$ cat config.mk
export PLATFORM = sky130hd
export DESIGN_NAME = cdb_arb
export DESIGN_NICKNAME = d
export VERILOG_FILES = /design/src/rtl/cdb_arb_pkg.sv /design/src/rtl/cdb_arb_age_ctr.sv /design/src/rtl/cdb_arb.sv
export SDC_FILE = /design/constraint.sdc
export NUM_CORES = 1
export LEC_CHECK = 0
export ABC_AREA = 1
export CORE_ASPECT_RATIO = 1.75
export CORE_MARGIN = 2
export CORE_UTILIZATION = 27
export DETAILED_ROUTE_END_ITERATION = 7
export PLACE_DENSITY = 0.84
export SETUP_SLACK_MARGIN = 0.02
export SYNTH_ARGS = -nofsm -noshare
export SYNTH_HDL_FRONTEND = slang
export SYNTH_HIERARCHICAL = 1
export SYNTH_SLANG_ARGS = --single-unit
$ cat constraint.sdc
create_clock -name clk -period 0.98 [get_ports clk]
set_input_delay 0.196 -clock clk [delete_from_list [all_inputs] [get_ports clk]]
set_output_delay 0.196 -clock clk [all_outputs]
set_load 0.03 [all_outputs]
$ cat src/rtl/cdb_arb_pkg.sv
// cdb_arb_pkg: shared definitions for the common-data-bus arbiter and its consumers.
// Holds the default bus widths, the requester slot assignment used by the core,
// and the broadcast packet layout seen by the ROB, reservation stations and RF.
package cdb_arb_pkg;

    localparam int CDB_TAG_W  = 6;
    localparam int CDB_DATA_W = 32;

    // Requester slots; a lower index means a higher fixed priority
    localparam int CDB_REQ_MDU = 0;
    localparam int CDB_REQ_LSU = 1;
    localparam int CDB_REQ_ALU = 2;

    typedef struct packed {
        logic [CDB_TAG_W-1:0]  tag;
        logic [CDB_DATA_W-1:0] wdata;
    } cdb_pkt_t;

endpackage

$ cat src/rtl/cdb_arb_age_ctr.sv
// cdb_arb_age_ctr: per-requester wait counter used by the aging guard of cdb_arb.
// Counts consecutive losing cycles, saturates at AGE_MAX, and flags the requester
// as aged once saturated so the arbiter can promote it over base priority.
module cdb_arb_age_ctr #(
    parameter int AGE_MAX = 7
) (
    input  logic clk,
    input  logic rst,
    input  logic clr,
    input  logic inc,
    output logic aged
);

    localparam int AGE_W = $clog2(AGE_MAX + 1);

    logic [AGE_W-1:0] age;

    assign aged = (age == AGE_W'(AGE_MAX));

    // Saturating wait counter; clear wins over increment
    always_ff @(posedge clk) begin
        if (rst || clr) begin
            age <= '0;
        end else if (inc && !aged) begin
            age <= age + 1'b1;
        end
    end

endmodule

$ cat src/rtl/cdb_arb.sv
// cdb_arb: common-data-bus writeback arbiter.
// Grants at most one of N_REQ requesters per cycle (combinational rdy, lowest
// index wins) and registers the winning tag/wdata onto the CDB one cycle later.
// Build option CDB_ARB_AGING_EN adds per-requester wait counters that promote a
// requester after AGE_MAX losing cycles; without it the arbiter is pure fixed
// priority and AGE_MAX is only range-checked.
module cdb_arb
    import cdb_arb_pkg::*;
#(
    parameter int N_REQ   = 3,
    parameter int TAG_W   = CDB_TAG_W,
    parameter int DATA_W  = CDB_DATA_W,
    parameter int AGE_MAX = 7
) (
    input  logic                      clk,
    input  logic                      rst,
    input  logic                      flush,
    input  logic [N_REQ-1:0]          req,
    input  logic [N_REQ*TAG_W-1:0]    tag,
    input  logic [N_REQ*DATA_W-1:0]   wdata,
    output logic [N_REQ-1:0]          rdy,
    output logic                      cdb_wr,
    output logic [TAG_W-1:0]          cdb_tag,
    output logic [DATA_W-1:0]         cdb_wdata
);

    if (AGE_MAX < 1) begin : g_bad_age_max
        $error("cdb_arb: AGE_MAX must be at least 1");
    end

    logic [N_REQ-1:0]  aged;
    logic [N_REQ-1:0]  aged_req;
    logic [N_REQ-1:0]  base_oh;
    logic [N_REQ-1:0]  aged_oh;
    logic [TAG_W-1:0]  sel_tag;
    logic [DATA_W-1:0] sel_data;

    logic              vld_p1;
    logic [TAG_W-1:0]  tag_p1;
    logic [DATA_W-1:0] data_p1;

`ifdef CDB_ARB_AGING_EN
    for (genvar i = 0; i < N_REQ; i++) begin : g_age
        cdb_arb_age_ctr #(
            .AGE_MAX (AGE_MAX)
        ) u_ctr (
            .clk  (clk),
            .rst  (rst),
            .clr  (flush | ~req[i] | rdy[i]),
            .inc  (req[i] & ~rdy[i]),
            .aged (aged[i])
        );
    end
`else
    assign aged = '0;
`endif

    assign aged_req = req & aged;

    // Lowest-index pick among all requesters and among aged requesters
    always_comb begin
        base_oh = '0;
        aged_oh = '0;
        for (int i = N_REQ - 1; i >= 0; i--) begin
            if (req[i]) begin
                base_oh    = '0;
                base_oh[i] = 1'b1;
            end
            if (aged_req[i]) begin
                aged_oh    = '0;
                aged_oh[i] = 1'b1;
            end
        end
    end

    // Grant: suppressed in reset/flush, aged requesters override base priority
    always_comb begin
        rdy = '0;
        if (!rst && !flush) begin
            rdy = (|aged_req) ? aged_oh : base_oh;
        end
    end

    // Winner payload mux; rdy is one-hot or zero so an OR-reduce suffices
    always_comb begin
        sel_tag  = '0;
        sel_data = '0;
        for (int i = 0; i < N_REQ; i++) begin
            if (rdy[i]) begin
                sel_tag  = sel_tag  | tag[i*TAG_W +: TAG_W];
                sel_data = sel_data | wdata[i*DATA_W +: DATA_W];
            end
        end
    end

    // Stage p0 -> p1: broadcast register, killed by reset and flush
    always_ff @(posedge clk) begin
        if (rst || flush) begin
            vld_p1  <= 1'b0;
            tag_p1  <= '0;
            data_p1 <= '0;
        end else begin
            vld_p1  <= |rdy;
            tag_p1  <= sel_tag;
            data_p1 <= sel_data;
        end
    end

    assign cdb_wr    = vld_p1;
    assign cdb_tag   = tag_p1;
    assign cdb_wdata = data_p1;

endmodule

# Yosys cells after proc, flatten, opt, wreduce, memory -nomap -nowiden
# Cells that the tools add are included.
# op_classes
bitwise	4
n_reduce_logical	5
muxes	10
# op_table
op	n
two-way mux 32 bit	3
OR 32 bit	2
two-way mux 6 bit	3
two-way mux 3 bit	4
OR 6 bit	2
OR reduction 3 bit	1
zero test 1 bit	2
logical AND 1 bit	1
logical OR 1 bit	1
# totals
out_inout_bits	42
reg_bits	39
inputBits	120

# Depth between registers and ports, before layout
# logic_depth
ltp_word	9
depth_mapped	7

# Least setup slack after synthesis
# OpenSTA, ideal clock, no wires.
# synth_path
kind	input -> output
startpoint	input port req[2]
endpoint	output port rdy[2]
path_stages	6
path_buffers	2
arrival_time_ns	0.972
setup_slack_ns	-0.188
required_time_ns	0.784
cell_sequence	inv_1 -> nor2_1 -> buf_2 -> buf_4 -> nand3_1 -> inv_1
# synth_between
elab_chain_cells	4
# synth_rtl
element	line	text
from (decl)	cdb_arb.sv:18	input logic [N_REQ-1:0] req,
two-way mux 3 bit (3 in series)	cdb_arb.sv:65	if (req[i]) begin
two-way mux 3 bit	cdb_arb.sv:79	if (!rst && !flush) begin
to (decl)	cdb_arb.sv:21	output logic [N_REQ-1:0] rdy,
# No other way between the ends.

# Worst setup path after layout
# layout_path
startpoint	input port req[1]
endpoint	output port rdy[2]
# layout_between
elab_chain_cells	3
# layout_rtl
element	line
two-way mux 3 bit (2 in series)	cdb_arb.sv:65
two-way mux 3 bit	cdb_arb.sv:79
# No other way between the ends.

==> impl_metrics.yaml <==
layout:
  fin_area_um2: 3890
  nNetsFinal: 524
  diodes: 0
  final_util: 0.624
  final_cell_mix: "clkdlybuf4s50_1 (114), nand3_1 (76), buf_6 (43)"
  num-fill-cells: 544
  drive_gt1_frac: 0.336
  area_delta_synth_final_pct: 124
  mostFrequentLayoutCell: "clkdlybuf4s50_1"
timing:
  worst_pin_slew_ns: 0.208
  hold_viol: 0
  slew_violations: 0
  finalSetupViolCount: 0
  period_minus_slack_ns: 0.966
  setup_tns_ns: 0
  timing.final.crit_share: 0.985
  relSlewSlack: 0.861
  rsz0062_at_grt: "true"
  max_freq_mhz: 1040
  setup_ws_ns: 0.0143
grt:
  overflow: 0
  grt_util_all_layers: 0.220
  first_global_vias: 2497
  grt_max_degree: 35
  antenna_found_initial: 0
  grt_pass1_wl_um: 11800
routing:
  wl_per_cell_um: 16.1
  initialDrtViolationCount: 180
  route.detailed.drc: 0
  ant_nets: 0
  viasPerCell: 5.05
  vias: 2451
  firstDrtPassIters: 5
  drt_wl_total_um: 7830
worst_setup_path:
  path_buf_inv: 4
  cp_slowest_stage_delay_ns: 0.12
  crit_type: "in2out"
  end_kind: "output pin"
  crit_arrival_ns: 0.77
  critPathLaunchType: "primary input"
  crit_top_cell: "buf_6"
  crit_family: "buffers and inverters"
  slowest_stage: "buf_6"
  crit_path_cell_trace: "buf_6 > buf_6 > nor2_4 > nand3_4 > inv_4 > buf_6"
  cp_data_required_time_ns: 0.78
  cp_max_fo: 2
logic_synthesis:
  synth_compound_gate_area_share: 0.00360
  synth-simple-area-share: 0.458
  synth.mux.area_fraction: 0
  synth_top_family_by_area: "simple AND/OR/NAND/NOR gates"
  postSynthCellCount: 230
  synth_fa_ha_area_frac: 0
  synth_xor_area_frac: 0
  avgSynthCellArea_um2: 7.56
  synth-seq-cells: 39
  synth_fp_nets: 350
  synth.yosys.seq_area_share: 0.449
  yosys_warnings: 6
  netlist_area_um2: 1740
  yosysUniqueCellTypes: 12
floorplanning:
  fp.dieH_um: 110
  io_pins: 162
  die_w_um: 64.6
  start_util: 0.279
  core_area_um2: 6230
  row_count: 38
  dieArea_um2: 7120
cts:
  path_clk_slew_ns: 0.08
  clock_sinks: 39
  cts_tree: "done"
  cts_made_buffers: 5
  clock_path_buffers: 2
  htree_levels: 2
  root_buffer: "clkbuf_8"
hold_path:
  hold_path_class: "in2reg"
  hp-start: "req[2]"
  min_to: "cdb_wr"
  hold_depth: 4
power:
  ir_drop_mv: 0.657
  p_leak_nw: 1.64
  fin_total_pwr_mw: 4.19
  powerDensity_nw_per_um2: 1080
place:
  dpl_worst_slack_ns: -0.554
  port_buffers: 161
  gp_congestion: 0.803
  placed_cell_area_um2: 3450
  dpl.hpwl_um: 5630
outcome:
  status: "finished, final reports clean"
flow_run:
  max_cap_violations: 0
layer usage:
metal	up-vias	routed length, um	GRT usage
met1	1152	2620	0.205
met3	24	488	0.0538
met5	-	0	0
met4	0	362	0.132
met2	109	4360	0.423
li1	1166	-	-
final cells by class:
cell class	instances	area, um^2	share of cell area
flip-flops and latches	39	830	0.213
well taps	80	100	0.0257
multi-input cells	160	847	0.218
repair buffers	191	1980	0.508
inverters	7	36.3	0.00933
clock buffers	8	100	0.0257
cell usage after synthesis:
cell      count  area [um^2]
a31oi_1       1         6.26
buf_2        10         50.1
buf_4         7         52.6
clkbuf_1      7         26.3
dfxtp_1      39          781
inv_1         6         22.5
inv_2         1         3.75
nand2_1      40          150
nand3_1      77          385
nand4_1      38          238
nor2_1        1         3.75
nor2_2        3         18.8
state kept, by name, summed over array words and instances (netlist names):
name and flops:
cdb_tag 6, cdb_wr 1, cdb_wdata 32
where the power goes:
group / internal, mW / switching (mW)
sequential: 1.68 / 0.0355
combinational: 0.729 / 0.516
clock: 0.643 / 0.586
total: 3.05 / 1.14
worst max path at each step:
stage	from	end	slack, ns	depth (start not counted)
finish	req[1]	rdy[2]	0.01	6
global route	rst	rdy[2]	-0.02	5
CTS	req[1]	rdy[2]	-0.002	6
detailed placement	flush	rdy[0]	-0.55	6
global placement	rst	rdy[0]	-0.51	6
floorplan	rst	rdy[2]	0.02	5
stage by stage:
| step | hold slack (ns) | cells |
|---|---|---|
| 3_3_place_gp | 0.625 | 467 |
| 4_1_cts | 0.274 | 485 |
| 6_report | 0.269 | 485 |
| 3_5_place_dp | 0.625 | 467 |
| 2_1_floorplan | 0.323 | 230 |
| 5_1_grt | 0.288 | 485 |
cells by family (layout without fill, tap and decap cells):
family,Yosys count,count (layout)
AND/OR/NAND/NOR,159,159
flip-flops,39,39
buffers and inverters,31,206
AO/OA/AOI/OAI,1,1
timing repair:
action / CTS / global route
setup endpoints to repair: 76 / 41
cloned: 0 / 0
resized for setup: 100 / 21
buffers inserted: 10 / 0
pin swaps: 7 / 4
hold buffers: 0 / 0
No activity file was read; power rests on OpenSTA's default activity.
